File: src/rtl/mem_access_pkg.sv
// Shared definitions for the memory-access stage: FSM state encoding,
// WriteSrc encodings, the default load-response timeout and the
// writeback data selector.
package mem_access_pkg;

    // Memory-stage controller states
    typedef enum logic [1:0] {
        ST_IDLE = 2'b00,
        ST_REQ  = 2'b01,
        ST_WAIT = 2'b10,
        ST_DONE = 2'b11
    } mau_state_e;

    // WriteSrc encodings
    localparam logic [1:0] WSRC_ALU = 2'b00;
    localparam logic [1:0] WSRC_MEM = 2'b01;
    localparam logic [1:0] WSRC_PC4 = 2'b10;
    localparam logic [1:0] WSRC_IMM = 2'b11;

    // Cycles to wait for a load response before aborting
    localparam int RESP_TIMEOUT_DEFAULT = 255;

    // Writeback data selector
    function automatic logic [31:0] wb_select(
        input logic [1:0]  src,
        input logic [31:0] alu,
        input logic [31:0] mem,
        input logic [31:0] pc4,
        input logic [31:0] imm
    );
        logic [31:0] res;
        case (src)
            WSRC_ALU: res = alu;
            WSRC_MEM: res = mem;
            WSRC_PC4: res = pc4;
            default:  res = imm;
        endcase
        return res;
    endfunction

endpackage

File: src/rtl/mau_timeout_ctr.sv
// Load-response timeout counter. Cleared while 'clear' is high, counts
// while 'enable' is high, and flags 'expire' when it reaches LIMIT-1.
module mau_timeout_ctr #(
    parameter int LIMIT = 255
) (
    input  logic clk_i,
    input  logic rst_ni,
    input  logic clear,
    input  logic enable,
    output logic expire
);

    localparam int            CW   = (LIMIT > 1) ? $clog2(LIMIT) : 1;
    localparam logic [CW-1:0] LAST = CW'(LIMIT - 1);
    localparam logic [CW-1:0] ONE  = CW'(1);

    logic [CW-1:0] count_reg;

    // Count cycles spent waiting; saturate at the terminal value
    always_ff @(posedge clk_i or negedge rst_ni) begin
        if (!rst_ni) begin
            count_reg <= '0;
        end else if (clear) begin
            count_reg <= '0;
        end else if (enable && (count_reg != LAST)) begin
            count_reg <= count_reg + ONE;
        end
    end

    assign expire = enable && (count_reg == LAST);

endmodule

File: src/rtl/mem_access_unit.sv
// MEM pipeline stage: drives the data-memory request handshake for loads
// and stores, stalls upstream while a bus access is in flight and
// registers the MEM/WB writeback bundle.
// Optional build macro: MAU_MISALIGN_CHECK_EN -- when defined, accesses
// with a non word-aligned address are dropped without a bus request and
// flagged on misalign_o.
module mem_access_unit #(
    parameter int RESP_TIMEOUT = mem_access_pkg::RESP_TIMEOUT_DEFAULT
) (
    input  logic        clk_i,
    input  logic        rst_ni,
    // EX/MEM register
    input  logic [31:0] ALUout_i,
    input  logic        RegWrite_i,
    input  logic [1:0]  WriteSrc_i,
    input  logic        MemWrite_i,
    input  logic [31:0] ImmOp_i,
    input  logic [31:0] pcPlus4_i,
    input  logic [31:0] regOp2_i,
    input  logic [4:0]  rd_i,
    // Data memory bus
    output logic        dmem_req_o,
    output logic        dmem_we_o,
    output logic [31:0] dmem_addr_o,
    output logic [31:0] dmem_wdata_o,
    input  logic        dmem_gnt_i,
    input  logic        dmem_rvalid_i,
    input  logic [31:0] dmem_rdata_i,
    // Pipeline control
    output logic        stall_o,
    // MEM/WB writeback bundle
    output logic        RegWrite_o,
    output logic [4:0]  rd_o,
    output logic [31:0] WriteData_o,
    // Error pulses
    output logic        bus_err_o,
    output logic        misalign_o
);

    import mem_access_pkg::*;

    mau_state_e  state_reg, state_next;

    logic        is_store, is_load, is_access, misaligned;
    logic        launch, capture, timeout, mis_hit, wb_load, suppress;
    logic        tmo_expire;

    logic [31:0] addr_reg, wdata_reg, rdata_reg;
    logic        we_reg, bus_err_reg, misalign_reg;

    // A load that is also a store is handled as a store
    assign is_store  = MemWrite_i;
    assign is_load   = (WriteSrc_i == WSRC_MEM) && !MemWrite_i;
    assign is_access = is_store || is_load;

`ifdef MAU_MISALIGN_CHECK_EN
    assign misaligned = is_access && (ALUout_i[1:0] != 2'b00);
`else
    assign misaligned = 1'b0;
`endif

    // Timeout counter restarts every time WAIT is entered
    mau_timeout_ctr #(
        .LIMIT (RESP_TIMEOUT)
    ) u_timeout_ctr (
        .clk_i  (clk_i),
        .rst_ni (rst_ni),
        .clear  (state_reg != ST_WAIT),
        .enable (state_reg == ST_WAIT),
        .expire (tmo_expire)
    );

    // State register
    always_ff @(posedge clk_i or negedge rst_ni) begin
        if (!rst_ni) begin
            state_reg <= ST_IDLE;
        end else begin
            state_reg <= state_next;
        end
    end

    // Next-state decode plus handshake/stall outputs and datapath strobes
    always_comb begin
        state_next = state_reg;
        stall_o    = 1'b0;
        dmem_req_o = 1'b0;
        launch     = 1'b0;
        capture    = 1'b0;
        timeout    = 1'b0;
        mis_hit    = 1'b0;
        wb_load    = 1'b0;
        case (state_reg)
            ST_IDLE: begin
                if (is_access) begin
                    stall_o = 1'b1;
                    if (misaligned) begin
                        mis_hit    = 1'b1;
                        state_next = ST_DONE;
                    end else begin
                        launch     = 1'b1;
                        state_next = ST_REQ;
                    end
                end else begin
                    wb_load = 1'b1;
                end
            end
            ST_REQ: begin
                stall_o    = 1'b1;
                dmem_req_o = 1'b1;
                if (dmem_gnt_i) begin
                    if (we_reg) begin
                        state_next = ST_DONE;
                    end else if (dmem_rvalid_i) begin
                        capture    = 1'b1;
                        state_next = ST_DONE;
                    end else begin
                        state_next = ST_WAIT;
                    end
                end
            end
            ST_WAIT: begin
                stall_o = 1'b1;
                if (dmem_rvalid_i) begin
                    capture    = 1'b1;
                    state_next = ST_DONE;
                end else if (tmo_expire) begin
                    timeout    = 1'b1;
                    state_next = ST_DONE;
                end
            end
            ST_DONE: begin
                wb_load    = 1'b1;
                state_next = ST_IDLE;
            end
            default: begin
                state_next = ST_IDLE;
            end
        endcase
    end

    // Latch the bus request when leaving IDLE so it stays stable until granted
    always_ff @(posedge clk_i or negedge rst_ni) begin
        if (!rst_ni) begin
            addr_reg  <= '0;
            wdata_reg <= '0;
            we_reg    <= 1'b0;
        end else if (launch) begin
            addr_reg  <= ALUout_i;
            wdata_reg <= regOp2_i;
            we_reg    <= is_store;
        end
    end

    assign dmem_addr_o  = addr_reg;
    assign dmem_wdata_o = wdata_reg;
    assign dmem_we_o    = we_reg;

    // Capture load data; aborted accesses leave zero behind
    always_ff @(posedge clk_i or negedge rst_ni) begin
        if (!rst_ni) begin
            rdata_reg <= '0;
        end else if (capture) begin
            rdata_reg <= dmem_rdata_i;
        end else if (timeout || mis_hit) begin
            rdata_reg <= '0;
        end
    end

    // Error flags are high exactly for the DONE cycle of a failed access
    always_ff @(posedge clk_i or negedge rst_ni) begin
        if (!rst_ni) begin
            bus_err_reg  <= 1'b0;
            misalign_reg <= 1'b0;
        end else begin
            bus_err_reg  <= timeout;
            misalign_reg <= mis_hit;
        end
    end

    assign bus_err_o = bus_err_reg;
`ifdef MAU_MISALIGN_CHECK_EN
    assign misalign_o = misalign_reg;
`else
    assign misalign_o = 1'b0;
`endif

    // A failed access must not write the register file
    assign suppress = bus_err_reg || misalign_reg;

    // MEM/WB bundle: load on pass-through or completion, bubble while stalled
    always_ff @(posedge clk_i or negedge rst_ni) begin
        if (!rst_ni) begin
            RegWrite_o  <= 1'b0;
            rd_o        <= '0;
            WriteData_o <= '0;
        end else if (wb_load) begin
            RegWrite_o  <= RegWrite_i && !suppress;
            rd_o        <= rd_i;
            WriteData_o <= wb_select(WriteSrc_i, ALUout_i, rdata_reg, pcPlus4_i, ImmOp_i);
        end else begin
            RegWrite_o  <= 1'b0;
        end
    end

endmodule

File: config.mk
export PLATFORM = sky130hd
export DESIGN_NAME = mem_access_unit
export DESIGN_NICKNAME = d
export VERILOG_FILES = /design/src/rtl/mem_access_pkg.sv /design/src/rtl/mau_timeout_ctr.sv /design/src/rtl/mem_access_unit.sv
export SDC_FILE = /design/constraint.sdc
export NUM_CORES = 1
export LEC_CHECK = 0
export ABC_AREA = 1
export BUFFER_PORTS_ARGS = -buffer_cell sky130_fd_sc_hd__buf_2
export CORE_MARGIN = 8
export CORE_UTILIZATION = 25
export CTS_CLUSTER_SIZE = 40
export DETAILED_ROUTE_END_ITERATION = 8
export REMOVE_ABC_BUFFERS = 1
export SLEW_MARGIN = 20
export SYNTH_ARGS = -nofsm -noshare
export SYNTH_HDL_FRONTEND = slang
export SYNTH_SLANG_ARGS = --single-unit
export TNS_END_PERCENT = 30
File: constraint.sdc
create_clock -name clk_i -period 1.9 [get_ports clk_i]
set_input_delay 0.19 -clock clk_i [delete_from_list [all_inputs] [get_ports clk_i]]
set_output_delay 0.19 -clock clk_i [all_outputs]
set_load 0.05 [all_outputs]
# After elaboration in Yosys (flattened, before gate mapping)
# Cells that the tools add are included.
dict set report word_totals {
  regBits 146
  input_bits 173
  out_inout_bits 107
  wordCells 61
}
dict set report classes {
  addsub 1
  eq_ne 11
  n_mux 26
  reduce_logical 13
}
# cell count
set op_table {}
lappend op_table {{$pmux 32 s3} 1}
lappend op_table {{$mux 32} 2}
lappend op_table {{$mux 8} 2}
lappend op_table {{$mux 1} 13}
lappend op_table {{$add 8x1->8 const B} 1}
lappend op_table {{$eq 8x8->1 const B} 1}
lappend op_table {{$mux 2} 4}
lappend op_table {{$ne 8x8->1 const B} 1}
lappend op_table {{$pmux 2 s4} 1}
lappend op_table {{$eq 2x2->1 const B} 3}
lappend op_table {{$ne 2x2->1 const B} 3}
lappend op_table {{$pmux 1 s2} 3}
lappend op_table {{$eq 2x1->1 const B} 2}
lappend op_table {{$logic_and 1x1->1} 4}
lappend op_table {{$logic_not 2->1} 2}
lappend op_table {{$reduce_bool 2->1} 2}
lappend op_table {{$ne 3x3->1 const B} 1}
lappend op_table {{$reduce_and 3->1} 1}
lappend op_table {{$logic_not 1->1} 2}
lappend op_table {{$reduce_or 2->1} 1}
lappend op_table {{$logic_or 1x1->1} 1}

# Logic depth before layout (Yosys ltp)
dict set report logic_depth {
  depth_word 7
  depth_mapped 9
  mapped_depth_nobuf 9
}

# Modules after synthesis
# From an unflattened synthesis, not the netlist that was laid out.
dict set report hier_totals {
  hier_cells 887
  hier_area_um2 7039.3
}
# mod n_inst cells_each area_each_um2 seq_area_each_um2
set by_module_without_submodules {}
lappend by_module_without_submodules {mem_access_unit 1 815 6517.5 3453.3}
lappend by_module_without_submodules {mau_timeout_ctr 1 72 521.8 200.2}

# Least setup slack after synthesis
# OpenSTA, ideal clock, no wires.
dict set report synth_path {
  path_kind {reg2out}
  startpoint {reg state_reg[0]}
  endpoint {out stall_o}
  t_arrival_ns 1.804
  required_time_ns 1.710
  path_slack_ns -0.094
  path_stages_with_launch 6
  n_path_buf 1
  path_cell_list {dfrtp_1 > inv_1 > ha_1 > nand2_1 > clkbuf_1 > a21oi_1}
}
dict set report synth_via {
  elab_chain_cells 3
  word_cells_on_any_way 5
  classes_between {eq/ne: 2; mux: 1; reduce/logical: 2}
}
# item line
set synth_rtl {}
lappend synth_rtl {{from (decl)} mem_access_unit.sv:42} ;# mau_state_e state_reg, state_next;
lappend synth_rtl {{from (signal assigned)} mem_access_unit.sv:78} ;# state_reg <= state_next;
lappend synth_rtl {{$eq 2x1->1 / $eq 2x2->1 (equally long branches)} mem_access_unit.sv:92} ;# case (state_reg)
lappend synth_rtl {{$reduce_or 2->1 (no line)} --}
lappend synth_rtl {{$pmux 1 s2 (*)} mem_access_unit.sv:92}
lappend synth_rtl {{to (decl)} mem_access_unit.sv:30} ;# output logic stall_o,
# Every way passes the cells marked *; elsewhere a longest branch is shown, timed or not.

# Worst setup path in the final report
# Ends and elaborated chain as after synthesis.

==> flow_metrics.py <==
metrics = {
    "status": {
        "status": "finished, final reports clean",
    },
    "synthesis": {
        "seq_area_frac_synth": 0.530,
        "yosysTopAreaCellShare": 0.530,
        "synth-edff-count": 0,
        "ys_warn_count": 0,
        "avgSynthCellArea_um2": 7.96,
        "ys_seq_elements": 146,
        "yosysMostFrequentCell": "nand2_1",
        "synth_area_um2": 6890,
        "postSynthCellCount": 866,
        "ys_types": 25,
        "synth_largest_area_cell": "dfrtp_1",
        "async_flop_share": 1.00,
        "synth.area.top_cells": "dfrtp_1 (53%), nand2_1 (20%), nand3_1 (15%)",
        "ys.flop_type": "dfrtp_1",
        "yosys-top-cells-count": "nand2_1 (369), nand3_1 (200), dfrtp_1 (146)",
    },
    "worst_hold_path": {
        "hp-class": "input pin to flip-flop",
        "hold_start": "dmem_rdata_i[19]",
        "whs_path_depth": 3,
    },
    "worst_setup_path": {
        "crit_path_end": "stall_o",
        "crit_chain": "inv_1 -> ha_4 -> nand2_2 -> a21oi_2 -> buf_6",
        "path_delay_family": "flip-flops",
        "cp_num_cells": 5,
        "timing.critical_path.from": "state_reg[0]",
        "setup.worst_path.end_class": "output pin",
        "cp_slowest_cell": "dfrtp_1",
        "critical_path_class": "flip-flop to output pin",
        "critPathMaxFanout": 5,
        "reg2reg_depth": 9,
        "critPathMaxStageDelay_ns": 0.37,
        "start_kind": "flip-flop",
        "reg2reg_slack_ns": 0.29,
        "worstPathArrival_ns": 1.61,
        "rr_startpoint": "state_reg[1]",
        "crit_buf_inv": 2,
        "required_ns": 1.71,
        "reg2reg_to": "rdata_reg[14]",
    },
    "power_and_ir_drop": {
        "p_leak_nw": 5.40,
        "power_mw": 18.0,
        "peakVddDrop_v": 0.000622,
        "powerDensity_nw_per_um2": 1800,
    },
    "sta": {
        "skew_ns": 0.0132,
        "hold_viol": 0,
        "period_share": 0.945,
        "slew_viol_final": 0,
        "finalSetupTns_ns": 0,
        "min_period_ns": 1.80,
        "finalSetupViolations": 0,
        "rsz0062_at_grt": "no",
        "max_freq_ghz": 0.557,
    },
    "clocking": {
        "clock_latency_ns": 0.42,
        "root_buffer": "clkbuf_16",
        "cts.path.max_buffers": 2,
        "cts.sinks": 146,
        "clkSlewWorstSetupHoldPaths_ns": 0.06,
        "cts_htree_levels": 4,
        "cts_tree": "yes",
        "cts_inserted_buffers": 17,
    },
    "detailed_routing": {
        "routed-via-count": 7196,
        "wirelength_mm": 26.9,
        "drtIter0Drc": 379,
        "drt-pass1-iter-count": 7,
        "remaining_drc_errors": 0,
        "via_per_inst": 4.66,
        "drtAntennaViolNets": 0,
        "wl_per_cell_um": 17.4,
    },
    "job": {
        "drv_cap": 0,
    },
    "placement": {
        "dp_hpwl_mm": 18.9,
        "portBuffers": 278,
        "gp_congestion": 0.822,
    },
    "global_route": {
        "grt_pass1_vias": 7492,
        "grt_overflow": 0,
        "grt_max_degree": 69,
        "grtUsageTotal": 0.160,
        "grt_first_pass_wirelength_mm": 42.1,
        "antenna_found_initial": 2,
    },
    "final_layout": {
        "nets": 1371,
        "drive_above_1_share": 0.293,
        "area_delta_synth_final_pct": 44.9,
    },
    "floorplanning": {
        "die_h_um": 182,
        "rows": 60,
        "core-area_um2": 27000,
        "ios": 280,
        "die_w_um": 182,
        "die_area_um2": 33100,
        "start_util": 0.255,
    },
}
[layout make-up]
class	instances	area (um^2)
fill	2799	17000
sequential	146	3650
multi-input combinational	639	2890
timing repair buffer	366	2300
clock buffer	20	457
tap	341	427
clock inverter	12	180
inverter	20	75.1
antenna	1	2.50
[cell families (layout without fill, tap and decap cells)]
kind of cell               after synthesis  in the layout  synth area share
AOI/OAI and AO/OA                       12             12            0.0114
xor gates and xnor gates                 1              1           0.00127
adders and majority gates                8              8            0.0145
buffers and inverters                   81            418            0.0552
DFF                                    146            146             0.530
other                                    1              2          0.000544
and+or+nand+nor                        617            617             0.387
[what timing repair did]
item,CTS,global route
pin swaps,0,0
hold endpoints to repair,205,0
gates resized for setup,4,1
hold buffers,60,0
buffers inserted,2,0
setup endpoints to repair,1,1
[metrics by stage]
step	hold slack [ns]	instances	area, um^2	setup WS (ns)	util
after global placement	0.0413	1450	8720	0.177	0.323
after floorplan	-0.106	805	6590	-2.51	-
after detailed placement	0.0433	1450	8720	0.141	0.323
final	0.0161	1545	9990	0.104	0.370
after CTS	0.000699	1544	9980	0.0170	0.369
after global routing	0.00781	1545	9990	0.0141	0.370
[how the worst min path moves through the flow]
stage | slack [ns] | endpoint
6_report | 0.02 | rdata_reg[19]
5_1_grt | 0.008 | dmem_wdata_o[26]
4_1_cts | 0.0007 | dmem_addr_o[3]
3_5_place_dp | 0.04 | RegWrite_o
3_3_place_gp | 0.04 | RegWrite_o
2_1_floorplan | -0.11 | RegWrite_o
[layer usage]
layer	track usage	share of wire	routed length, um	vias up
met5	0	0.00048	13	-
met4	0.0387	0.011	297	2
met3	0.0473	0.079	2120	20
met2	0.268	0.47	12700	289
met1	0.201	0.44	11700	3399
li1	-	-	-	3486
[worst register-to-register path, cell delays in order, from the launching register on]
cell,delay (ns)
dfrtp_2,0.40
inv_1,0.13
ha_1,0.23
nand2_1,0.07
nand2_1,0.07
nand2_2,0.06
clkinv_1,0.04
buf_4,0.34
nand2_1,0.12
nand2_1,0.09
[power breakdown]
part	switching [mW]	leakage [nW]	total [mW]	internal, mW
Clock	1.38	0.307	3.66	2.28
Combinational	6.85	3.25	9.14	2.29
Sequential	0.705	1.84	5.20	4.49
Total	8.94	5.40	18.0	9.06
[cells in the final DEF, fill, tap and decap left out, drive strengths merged, types with 2 or more instances in the layout]
cell / netlist / layout
nand4: 33 / 33
buf: 43 / 306
nand2: 369 / 369
a21oi: 3 / 3
dfrtp: 146 / 146
nor2: 11 / 11
clkinvlp: 0 / 2
dlygate4sd3: 0 / 60
o21ai: 6 / 6
clkinv: 0 / 7
ha: 8 / 8
clkbuf: 18 / 20
inv: 20 / 19
bufinv: 0 / 4
nand3: 202 / 202
Note: power is estimated with default switching activity, not from simulation.
